### src/rtl/remote_hex_encoder.sv
// remote_hex_encoder: synchronises and debounces eight answer buttons into a one-cold joystick pulse.
// Optional macro REMOTE_PRIORITY_EN: simultaneous presses resolve to the highest synchronised bit.
module remote_hex_encoder #(
  parameter int DEBOUNCE_CYCLES = 16,
  parameter int HOLD_CYCLES     = 8
) (
  input  logic       clk,
  input  logic       rst,
  input  logic [3:0] btn_p1,
  input  logic [3:0] btn_p2,
  input  logic       enable,
  output logic [7:0] hex_joy,
  output logic       press_valid,
  output logic       busy
);
  localparam int MAX_CYCLES = (DEBOUNCE_CYCLES > HOLD_CYCLES) ? DEBOUNCE_CYCLES : HOLD_CYCLES;
  localparam int CW = $clog2(MAX_CYCLES + 1);
  localparam logic [CW-1:0] DEB_LAST  = CW'(DEBOUNCE_CYCLES - 1);
  localparam logic [CW-1:0] HOLD_LAST = CW'(HOLD_CYCLES - 1);

  typedef enum logic [1:0] {IDLE, DEBOUNCE, EMIT, WAIT_RELEASE} state_t;

  state_t        state;
  logic [7:0]    raw;
  logic [7:0]    sync_meta;
  logic [7:0]    sync;
  logic [7:0]    cap;
  logic [7:0]    pick;
  logic [7:0]    cmp;
  logic          pick_ok;
  logic [CW-1:0] cnt;

  // Bit order puts player 1 answer 1 at bit 7, matching the code map directly.
  assign raw = {btn_p1[0], btn_p1[1], btn_p1[2], btn_p1[3],
                btn_p2[0], btn_p2[1], btn_p2[2], btn_p2[3]};

  always_ff @(posedge clk or posedge rst) begin
    if (rst) begin
      sync_meta <= '0;
      sync      <= '0;
    end else begin
      sync_meta <= raw;
      sync      <= sync_meta;
    end
  end

`ifdef REMOTE_PRIORITY_EN
  always_comb begin
    pick = '0;
    for (int i = 0; i < 8; i++) begin
      if (sync[i]) begin
        pick    = '0;
        pick[i] = 1'b1;
      end
    end
  end
  assign pick_ok = |sync;
  // Other held buttons must not disturb debouncing of the winner.
  assign cmp     = sync & cap;
`else
  assign pick    = sync;
  assign pick_ok = $onehot(sync);
  assign cmp     = sync;
`endif

  always_ff @(posedge clk or posedge rst) begin
    if (rst) begin
      state       <= IDLE;
      cnt         <= '0;
      cap         <= '0;
      hex_joy     <= 8'hFF;
      press_valid <= 1'b0;
      busy        <= 1'b0;
    end else begin
      press_valid <= 1'b0;
      case (state)
        IDLE: begin
          if (enable && pick_ok) begin
            cap   <= pick;
            cnt   <= '0;
            state <= DEBOUNCE;
            busy  <= 1'b1;
          end
        end
        DEBOUNCE: begin
          if (cmp != cap || !enable) begin
            state <= IDLE;
            busy  <= 1'b0;
          end else if (cnt == DEB_LAST) begin
            state       <= EMIT;
            hex_joy     <= ~cap;
            press_valid <= 1'b1;
            cnt         <= '0;
          end else begin
            cnt <= cnt + 1'b1;
          end
        end
        EMIT: begin
          if (cnt == HOLD_LAST) begin
            hex_joy <= 8'hFF;
            state   <= WAIT_RELEASE;
          end else begin
            cnt <= cnt + 1'b1;
          end
        end
        WAIT_RELEASE: begin
          if (sync == '0) begin
            state <= IDLE;
            busy  <= 1'b0;
          end
        end
        default: begin
          state   <= IDLE;
          hex_joy <= 8'hFF;
          busy    <= 1'b0;
        end
      endcase
    end
  end
endmodule

### config.mk
export PLATFORM = sky130hd
export DESIGN_NAME = remote_hex_encoder
export DESIGN_NICKNAME = d
export VERILOG_FILES = /design/src/rtl/remote_hex_encoder.sv
export SDC_FILE = /design/constraint.sdc
export NUM_CORES = 1
export LEC_CHECK = 0
export CAP_MARGIN = 10
export CORE_ASPECT_RATIO = 0.7
export CORE_MARGIN = 10
export CORE_UTILIZATION = 35
export CTS_CLUSTER_SIZE = 20
export DETAILED_ROUTE_END_ITERATION = 8
export DONT_BUFFER_PORTS = 1
export PLACE_DENSITY = 0.45
export RECOVER_POWER = 100
export SLEW_MARGIN = 25
export SYNTH_ARGS = -nofsm -noshare
export SYNTH_HDL_FRONTEND = slang
export SYNTH_SLANG_ARGS = --single-unit
### constraint.sdc
create_clock -name clk -period 4.9 [get_ports clk]
set_input_delay 0.735 -clock clk [delete_from_list [all_inputs] [get_ports clk]]
set_output_delay 0.735 -clock clk [all_outputs]
set_load 0.005 [all_outputs]
## After elaboration in Yosys (flattened, before gate mapping)

Index checks and enable logic that the tools add are counted.
Widths: inputs -> output; s select.

| storage, ports and cells | value |
|---|---|
| register bits after elaboration | 41 |
| word-level logic and storage cells | 67 |

| cells by class | value |
|---|---|
| $add $sub $neg | 8 |
| equal/unequal tests | 15 |
| mux-type cells | 22 |
| bitwise operators | 1 |
| reduce and logical (&&, ||, !) cells | 13 |

Operators with widths:

| cell | count |
|---|---|
| $mux 8 | 3 |
| $mux 5 | 4 |
| $pmux 8 s2 | 1 |
| $reduce_and 4->1 | 4 |
| $pmux 5 s3 | 1 |
| $ne 2x2->1 const B | 7 |
| $mux 2 | 5 |
| $add 1x1->2 | 4 |
| $logic_not 8->1 | 1 |
| $ne 8x8->1 | 1 |
| $not 8->8 | 1 |
| $pmux 2 s4 | 1 |
| $add 2x2->3 | 2 |
| $mux 1 | 6 |
| $reduce_bool 3->1 | 2 |
| $add 5x1->5 const B | 1 |
| $eq 5x3->1 const B | 1 |
| $eq 5x4->1 const B | 1 |
| $add 3x3->4 | 1 |
| $eq 2x2->1 const B | 2 |
| $eq 4x1->1 const B | 1 |
| $ne 3x3->1 const B | 1 |
| $pmux 1 s3 | 1 |
| $eq 2x1->1 const B | 1 |
| other kinds (6) | 6 |

## Longest topological paths before layout

Gate-level depths: netlist of the first run.

| logic depth | value |
|---|---|
| depth in word-level cells | 7 |
| gate-level depth with buffers | 14 |

## Least setup slack after synthesis of the first run

Ideal clock, no wire load.

| path | value |
|---|---|
| kind | flip-flop to flip-flop |
| start | register sync[0], in the netlist cmp[0] |
| end | register (tool-made name) |
| library setup time | 128 ps |
| arrival time | 3,647 ps |
| path slack | 1,126 ps |
| stages on the path, launching flop included | 14 |
| buffers on the path | 0 |
| cell sequence | dfrtp_1 inv_1 fa_1 fa_1 fa_1 inv_1 ha_1 inv_1 fa_1 a211o_1 a21oi_1 nor2b_1 a2111oi_2 mux2_1 |

RTL lines:

| element | RTL line | text |
|---|---|---|
| from (decl) | 26 | `logic [7:0] sync;` |
| from (signal assigned) | 43 | `sync <= sync_meta;` |

==> results of run 1 <==
## worst max path at each step
stage | to | slack [ns]
4_1_cts | register | 0.85
2_1_floorplan | register | 1.13
5_1_grt | register | 0.33
3_5_place_dp | register | 0.85
6_report | register | 0.69
3_3_place_gp | register | 0.93
## cell type report
cell class,instances,area [µm²],area share
clock inverter,2,38.79,0.01804
sequential,41,1036,0.4820
inverter,22,82.58,0.03842
clock buffer,6,72.57,0.03376
multi-input combinational,94,825.8,0.3842
tap,72,90.09,0.04191
timing repair buffer,1,3.754,0.001746
## registers in the layout (all words and copies together) (netlist names), named ones only
| name | flops |
|---|---|
| busy | 1 |
| cap | 8 |
| cmp | 8 |
| cnt | 5 |
| hex_joy | 8 |
| press_valid | 1 |
| state | 1 |
| sync_meta | 8 |
## critical path, cell delays in order (launching register included)
cell       delay [ns]
dfrtp_1          0.40
inv_1            0.13
fa_1             0.46
fa_1             0.52
fa_1             0.42
inv_1            0.07
ha_1             0.15
inv_1            0.05
fa_1             0.38
a211o_1          0.28
a21oi_1          0.21
nor2b_1          0.12
a2111oi_0        0.54
mux2_1           0.37
## through the flow
stage               hold WS, ns  instance area (µm²)  worst slack [ns]  utilization
floorplan                0.3312                 1974             1.126            -
global placement         0.3326                 2059            0.9322       0.3857
detailed placement       0.3347                 2059            0.8520       0.3857
CTS                      0.3537                 2171            0.8460       0.4065
global route             0.3612                 2150            0.3332       0.4025
finish                   0.3528                 2150            0.6927       0.4025
## layer usage
metal	up-vias	GRT usage	part of all wire
met5	-	0	0
met4	0	0.02342	0.0038
met3	2	0.04784	0.062
met2	20	0.1160	0.40
met1	575	0.1283	0.53
li1	567	-	-
## cells in the mapped netlist (all sizes together), types with 2 or more instances
library cell,number,area share
a2bb2oi,8,0.035
o2111ai,3,0.013
inv,22,0.042
nor2,5,0.0095
nand3,5,0.013
nand2b,3,0.0095
mux2,9,0.051
nor2b,3,0.0095
fa,4,0.041
nor4,2,0.0095
and2,2,0.0063
ha,12,0.076
o21ai,3,0.0076
mux2i,3,0.015
dfrtp,33,0.42
xnor2,5,0.022
clkbuf,2,0.0038
dfstp,8,0.11
o2bb2ai,2,0.0089
nand2,7,0.013
o41ai,4,0.025
## power by group through the flow
stage               clock network (W)  logic, W  registers [W]
floorplan                           0  0.000251       0.000444
global placement                    0  0.000302       0.000459
detailed placement                  0  0.000308       0.000461
CTS                          0.000282  0.000311       0.000455
global route                 0.000298  0.000337       0.000461
finish                       0.000276  0.000299       0.000452
## cells by family after synthesis
kind of cell | count (synthesis) | share of synthesized area
flops | 41 | 0.5247
simple gates | 33 | 0.09507
compound gates | 28 | 0.1267
buf+inv | 25 | 0.04816
fa+ha+maj | 16 | 0.1166
mux | 12 | 0.06654
xor+xnor | 5 | 0.02218
==> metrics, run 1 <==
hold path cells=0; Clk pwr share=0.269; Setup Buffers After CTS=0; yosys warns=0; Leak=0.9502 nW; root buf cell=clkbuf_8; share of layout cells above drive strength 1=0.1024; DIE AREA=9093 µm²; Hold-fix buffers, CTS=0; final WL=roughly 4 mm; largest net degree at the start of global routing=42; Maximum Capacitance Violations=1; status=finished, violations left; Post-synth EDFFs=0; flops & latches, synth=between 40 and 50; synthesized instance count=160; P&R area growth vs syn=8.872%; slew margin rel.=-0.4151; Syn Area/Cell=12.34 µm²; post-DP HPWL=2.911 mm; Core Area=5340 µm²; router iterations before antenna repair=3; most frequent cells in the layout=33 x dfrtp_1, 22 x inv_1, 12 x ha_1; final hold viol count=0; Net Count, Synth=187; Power Internal=0.0006887 W; clk sinks=41; Die Y=82.84 µm; unrepaired setup endpoints after global routing=no; crit path max fanout=4; Pwr Total=approximately 0.0010 W; setup violators final=0; post_cts resized=0; Post-route DRC=0; Netlist cell types=39; # rows=22; setup total negative slack=0 ns; CP startpoint=cmp[1]; Die Span X=roughly 110 µm; clock skew=0.01234 ns; Tmin final=4.207 ns; nature of the critical path endpoint=register; failing checks=max-capacitance violations, max-slew violations; Sw Ratio=0.3291; prevailing post-synth register cell=dfrtp_1; Placed Cells=230; Syn Std Cell Area=a little under 2000 µm²; Via density=4.891; Min-Delay Endpoint=cmp[3]; Max Freq=237.7 MHz; clk_lat worst skew=0.30 ns; final period utilization=0.8586; vias in the first global route=1253; commonest non-fill, non-tap cell in the layout=dfrtp_1; TritonCTS clock tree=built; GRT Total Usage=0.09081; Crit path required time=5.09 ns; Flop pwr share=0.440; Hold Crit Class=register to register; Pins Over Slew Limit=42; Routability Congestion=0.7955; CTS Buffer Depth=2; Peak VDD IR=163.7 µV; CTS Buf Count=5; via count=1164; Reg2Reg Depth=13; final cell count without fillers=238; combinational fraction of design power=0.291; initial core utilization=0.3697; Reg2Reg Setup Slack=0.69 ns; drt wl/cell=approximately 16 µm; ANT nets after route=0; nets@finish=192; Synth async-reset ratio=1.000; r2r startpoint=cmp[1]; Overflow after GRT=0; Worst Max-Slew Pin Slew=2.123 ns; drt initial violations=40; Psw=0.0003379 W; port bufs=0; WP data arrival=approximately 4.4 ns; htree depth=2; Hold Crit Start=sync_meta[3]; PwrDens=477.6 nW/µm²; Reg clk slew, reported paths=0.09 ns; diodes inserted=0; initial antenna violation count=0; startpoint types=register; sequential area share after synthesis=0.5247; Crit Path Category=register to register; io pins=21; first-pass GRT wire length=roughly 6.5 mm; Fillers=535
No activity file was read; power rests on OpenSTA's default activity.
==> run 2, diff against run 1 <==
- MAX_ROUTING_LAYER: not set -> met4
==> run 2 against run 1 <==
- largest power group unchanged
- utilization unchanged
- clock skew down 0.0014 ns
- clock power about the same
- power is 0.11% lower
- the flow still finishes with violations (max-capacitance violations, max-slew violations)
==> metrics, run 2 (synthesis results as in run 1) <==
status=finished, violations left; failing checks=max-capacitance violations, max-slew violations; GRT Total Usage=0.09311; Pwr Total=0.001025 W; met3 usage=0.04244; Post-route DRC=0; Largest stage delay, worst path=~0.54 ns; root buf cell=clkbuf_8; Reg area=1036 µm²; ANT nets after route=0; Crit Path Category=register to register; commonest non-fill, non-tap cell in the layout=dfrtp_1; final period utilization=0.8571; final WL=3.906 mm; slew margin rel.=-0.4079; cell mode on critical path=fa_1; Overflow after GRT=0; most frequent cells in the layout=33 x dfrtp_1, 22 x inv_1, 12 x ha_1; Max Freq=238.1 MHz; via count=1169; first-pass GRT wire length=6.492 mm; vias in the first global route=1262; Hold Crit Start=sync_meta[3]; P&R area growth vs syn=8.872%; setup total negative slack=0 ns; clk sinks=41; clk_lat worst skew=0.30 ns; Die Span X=109.8 µm; diodes inserted=0; startpoint types=register; CTS Buf Count=5; GRT met2 Usage=0.1160; critical path, cell by cell=inv_1 -> fa_1 -> fa_1 -> fa_1 -> inv_1 -> ha_1 -> inv_1 -> fa_1 -> a211o_1 -> a21oi_1 -> nor2b_1 -> a2111oi_0 -> mux2_1; nets@finish=192; # rows=22; io pins=21; DIE AREA=a little over 9000 µm²; r2r startpoint=cmp[1]; post_cts resized=0; Via density=4.912; initial antenna violation count=0; drt initial violations=39; post-DP HPWL=2.911 mm; setup violators final=0; router iterations before antenna repair=3; GRT Max-Usage Layer=met1; Worst Max-Slew Pin Slew=2.112 ns; Die Y=82.84 µm; port bufs=0; dpl cell area=2059 µm²; Crit path required time=slightly above 5 ns; Fillers=535; CP startpoint=cmp[1]; nature of the critical path endpoint=register; Leak=between 0.9 and 1 nW; Core Area=5340 µm²; Routability Congestion=0.8067; clock skew=0.01091 ns; TritonCTS clock tree=built; Hold-fix buffers, CTS=0; Reg clk slew, reported paths=about 0.09 ns; crit path max-delay cell type=a2111oi_0; final hold viol count=0; share of layout cells above drive strength 1=0.1024; initial core utilization=0.3697; Pins Over Slew Limit=42; largest net degree at the start of global routing=between 40 and 50; met1 GRT Util=0.1311; PwrDens=477.1 nW/µm²; Final Core Density=0.4025; unrepaired setup endpoints after global routing=no; Hold Crit Class=register to register; CTS Buffer Depth=2; crit path max fanout=4; Setup Buffers After CTS=0; area of the multi-input gates=between 800 and 900 µm²; drt wl/cell=16.41 µm; fin area=2150 µm²; WP data arrival=4.39 ns; worst hold slack=about 0.35 ns; Peak VDD IR=~160 µV; Tmin final=4.200 ns; Maximum Capacitance Violations=1; htree depth=2
==> run 2: routing by layer <==
| metal | part of all wire | up-vias |
|---|---|---|
| met1 | 0.55 | 578 |
| met4 | 0.0041 | 0 |
| met2 | 0.40 | 20 |
| li1 | - | 569 |
| met5 | 0 | - |
| met3 | 0.050 | 2 |
==> run 2: final cells by class <==
cell class	instances	area share
timing repair buffer	1	0.001746
multi-input combinational	94	0.3842
inverter	22	0.03842
tap	72	0.04191
clock inverter	2	0.01804
sequential	41	0.4820
clock buffer	6	0.03376
==> run 2: per-stage QoR <==
stage	cells	worst slack, ns
after detailed placement	230	0.8520
after floorplan	160	1.126
after CTS	238	0.8460
after global routing	238	0.3332
final	238	0.7004
after global placement	230	0.9322
==> run 2: power breakdown <==
part,internal [W],leakage [nW],switching [W]
registers,0.000399,0.477,0.0000533
clock network,0.000153,0.0554,0.000122
logic,0.000137,0.418,0.000161
total,0.000689,0.950,0.000337
==> run 2: path summary, 6_finish.rpt <==
kind                            cells past startpoint  slack [ns]        to
worst min register to register                      0        0.35    cmp[3]
worst max register to register                     13        0.70  register
min in group asynchronous                           2        1.09    cnt[4]
worst max-delay path                               13        0.70  register
worst min-delay path                                0        0.35    cmp[3]
max in group asynchronous                           2        2.60    cap[2]
==> run 2: worst max-delay path: cells and delay by family (launching register included) <==
| family | cells | cell delay [ns] |
|---|---|---|
| compound gates | 3 | 1.03 |
| buf+inv | 3 | 0.25 |
| flops | 1 | 0.40 |
| fa+ha+maj | 5 | 1.93 |
| simple gates | 1 | 0.12 |
| mux | 1 | 0.37 |
==> run 3, diff against run 2 <==
- CORE_ASPECT_RATIO: 0.7 -> 0.9
- TNS_END_PERCENT: not set -> 20
==> run 3 against run 2 <==
- the run still ends with max-capacitance violations, max-slew violations left
- via count grew 2.8%
- clock-buffer cell count shrank 1
- critical path depth is the same
- cell count shrank 2.1%
- global-route usage grew 0.064 points
- routed wire length is essentially flat
- final area shrank 1.1%
- clock power shrank 16%
- sequential cell count is the same
- critical path type unchanged
==> metrics, run 3 (synthesis results as in run 1) <==
status=finished, violations left; failing checks=max-capacitance violations, max-slew violations; crit path max-delay cell type=fa_1; setup violators final=0; setup total negative slack=0 ns; Largest stage delay, worst path=0.52 ns; Post-route DRC=0; Maximum Capacitance Violations=1; crit-path leading delay family=adder cells; drt wl/cell=16.77 µm; drt initial violations=28; dpl cell area=2053 µm²; root buf cell=clkbuf_8; worst hold slack=roughly 0.36 ns; GRT Total Usage=0.09375; ANT nets after route=0; Crit Path Category=register to register; Via density=5.159; router iterations before antenna repair=4; setup ws final=0.7246 ns; port bufs=0; Reg clk slew, reported paths=0.08 ns; Overflow after GRT=0; Worst Max-Slew Pin Slew=around 2.1 ns; TritonCTS clock tree=built; final WL=a little under 4 mm; # rows=25; initial core utilization=0.3691; startpoint types=register; first-pass GRT wire length=6.596 mm; Routability Congestion=0.7428; Hold-fix buffers, CTS=0; Max Freq=239.5 MHz; unrepaired setup endpoints after global routing=no; Hold Crit Start=sync_meta[1]; Clk pwr share=0.236; WP data arrival=between 4 and 5 ns; cell mode on critical path=fa_1; final hold viol count=0; initial antenna violation count=0; fin area=2126 µm²; Sw Ratio=0.3482; Die Span X=99.17 µm; Tmin final=4.175 ns; Fillers=between 500 and 600; crit path max fanout=4; combinational fraction of design power=0.300; clk_lat worst skew=roughly 0.30 ns; clock skew=0.004024 ns; CTS Buffer Depth=2; final period utilization=0.8521; vias in the first global route=roughly 1300; Power Internal=0.0006378 W; commonest non-fill, non-tap cell in the layout=dfrtp_1; hold path cells=0; Reg2Reg Depth=13; io pins=21; most frequent cells in the layout=33 x dfrtp_1, 22 x inv_1, 12 x ha_1; CTS Buf Count=5; htree depth=2; critical path, cell by cell=inv_1 -> fa_1 -> fa_1 -> fa_1 -> inv_1 -> ha_1 -> inv_1 -> fa_1 -> a211o_1 -> a21oi_1 -> nor2b_1 -> a2111oi_0 -> mux2_1; diodes inserted=0; post_cts resized=0; Leak=0.9396 nW; PwrDens=460.3 nW/µm²; r2r startpoint=cmp[3]; nets@finish=between 150 and 200; post-DP HPWL=2.917 mm; Die Y=91.26 µm; share of layout cells above drive strength 1=0.1084; Crit path required time=5.08 ns; Pins Over Slew Limit=42; Peak VDD IR=150.6 µV; Setup Buffers After CTS=0; Crit path buffers/inverters=3; via count=1202; Hold Crit Class=register to register; Reg2Reg Setup Slack=0.72 ns; Core Area=approximately 5300 µm²; P&R area growth vs syn=7.668%; pre-CTS WS=about 0.86 ns; slew margin rel.=-0.4252; Flop pwr share=0.464; clk sinks=41; Min-Delay Endpoint=cmp[1]; nature of the critical path endpoint=register; largest net degree at the start of global routing=42; DIE AREA=9050 µm²; Psw=roughly 0.00034 W
==> run 3: changes by cell type in the layout (fill, tap and decap cells not counted), sizes merged <==
cell | before | now
clkbuf | 7 | 6
inv | 22 | 23
bufinv | 1 | 0
clkinvlp | 0 | 1
==> run 3: area by class of cell <==
type,instances,area (µm²),area share
multi-input combinational,94,825.8,0.3885
sequential,41,1036,0.4873
clock buffer,5,68.82,0.03237
timing repair buffer,1,3.754,0.001766
tap,67,83.83,0.03943
inverter,22,82.58,0.03885
clock inverter,3,25.02,0.01177
==> run 3: worst reg2reg max path, delay by kind of cell, from the launching register on <==
kind                     cells  cell delay, ns
flip-flops                   1            0.46
adder cells (fa/ha/maj)      5            1.92
multiplexers                 1            0.37
buffers and inverters        3            0.21
AO/OA/AOI/OAI                3            0.98
AND/OR/NAND/NOR              1            0.13
==> run 3: worst max path at each step <==
stage            from  endpoint  slack, ns  cells after the start
5_1_grt        cmp[1]  register       0.50                     13
6_report       cmp[3]  register       0.72                     13
2_1_floorplan  cmp[0]  register       1.13                     13
3_3_place_gp   cmp[1]    cnt[0]       0.96                     13
4_1_cts        cmp[0]    cnt[0]       0.85                     13
3_5_place_dp   cmp[1]  register       0.86                     13
==> run 3: through the flow <==
step / utilization / std cells / total power, W
finish: 0.3974 / 233 / 0.0009785
global route: 0.3974 / 233 / 0.001059
CTS: 0.4014 / 233 / 0.001004
detailed placement: 0.3839 / 225 / 0.0007670
global placement: 0.3839 / 225 / 0.0007619
floorplan: - / 160 / 0.0006957
==> run 3: power by group through the flow <==
stage,clock network [W],registers [W],logic [W]
2_1_floorplan,0,0.000444,0.000251
3_3_place_gp,0,0.000460,0.000302
3_5_place_dp,0,0.000462,0.000305
4_1_cts,0.000241,0.000456,0.000307
5_1_grt,0.000261,0.000464,0.000334
6_report,0.000231,0.000454,0.000294
==> run 3: routing by layer <==
metal / global-route usage / wire length, µm
met2: 0.1258 / 1623
met1: 0.1182 / 1979
met3: 0.04621 / 270
met5: - / 0
met4: 0.03222 / 34
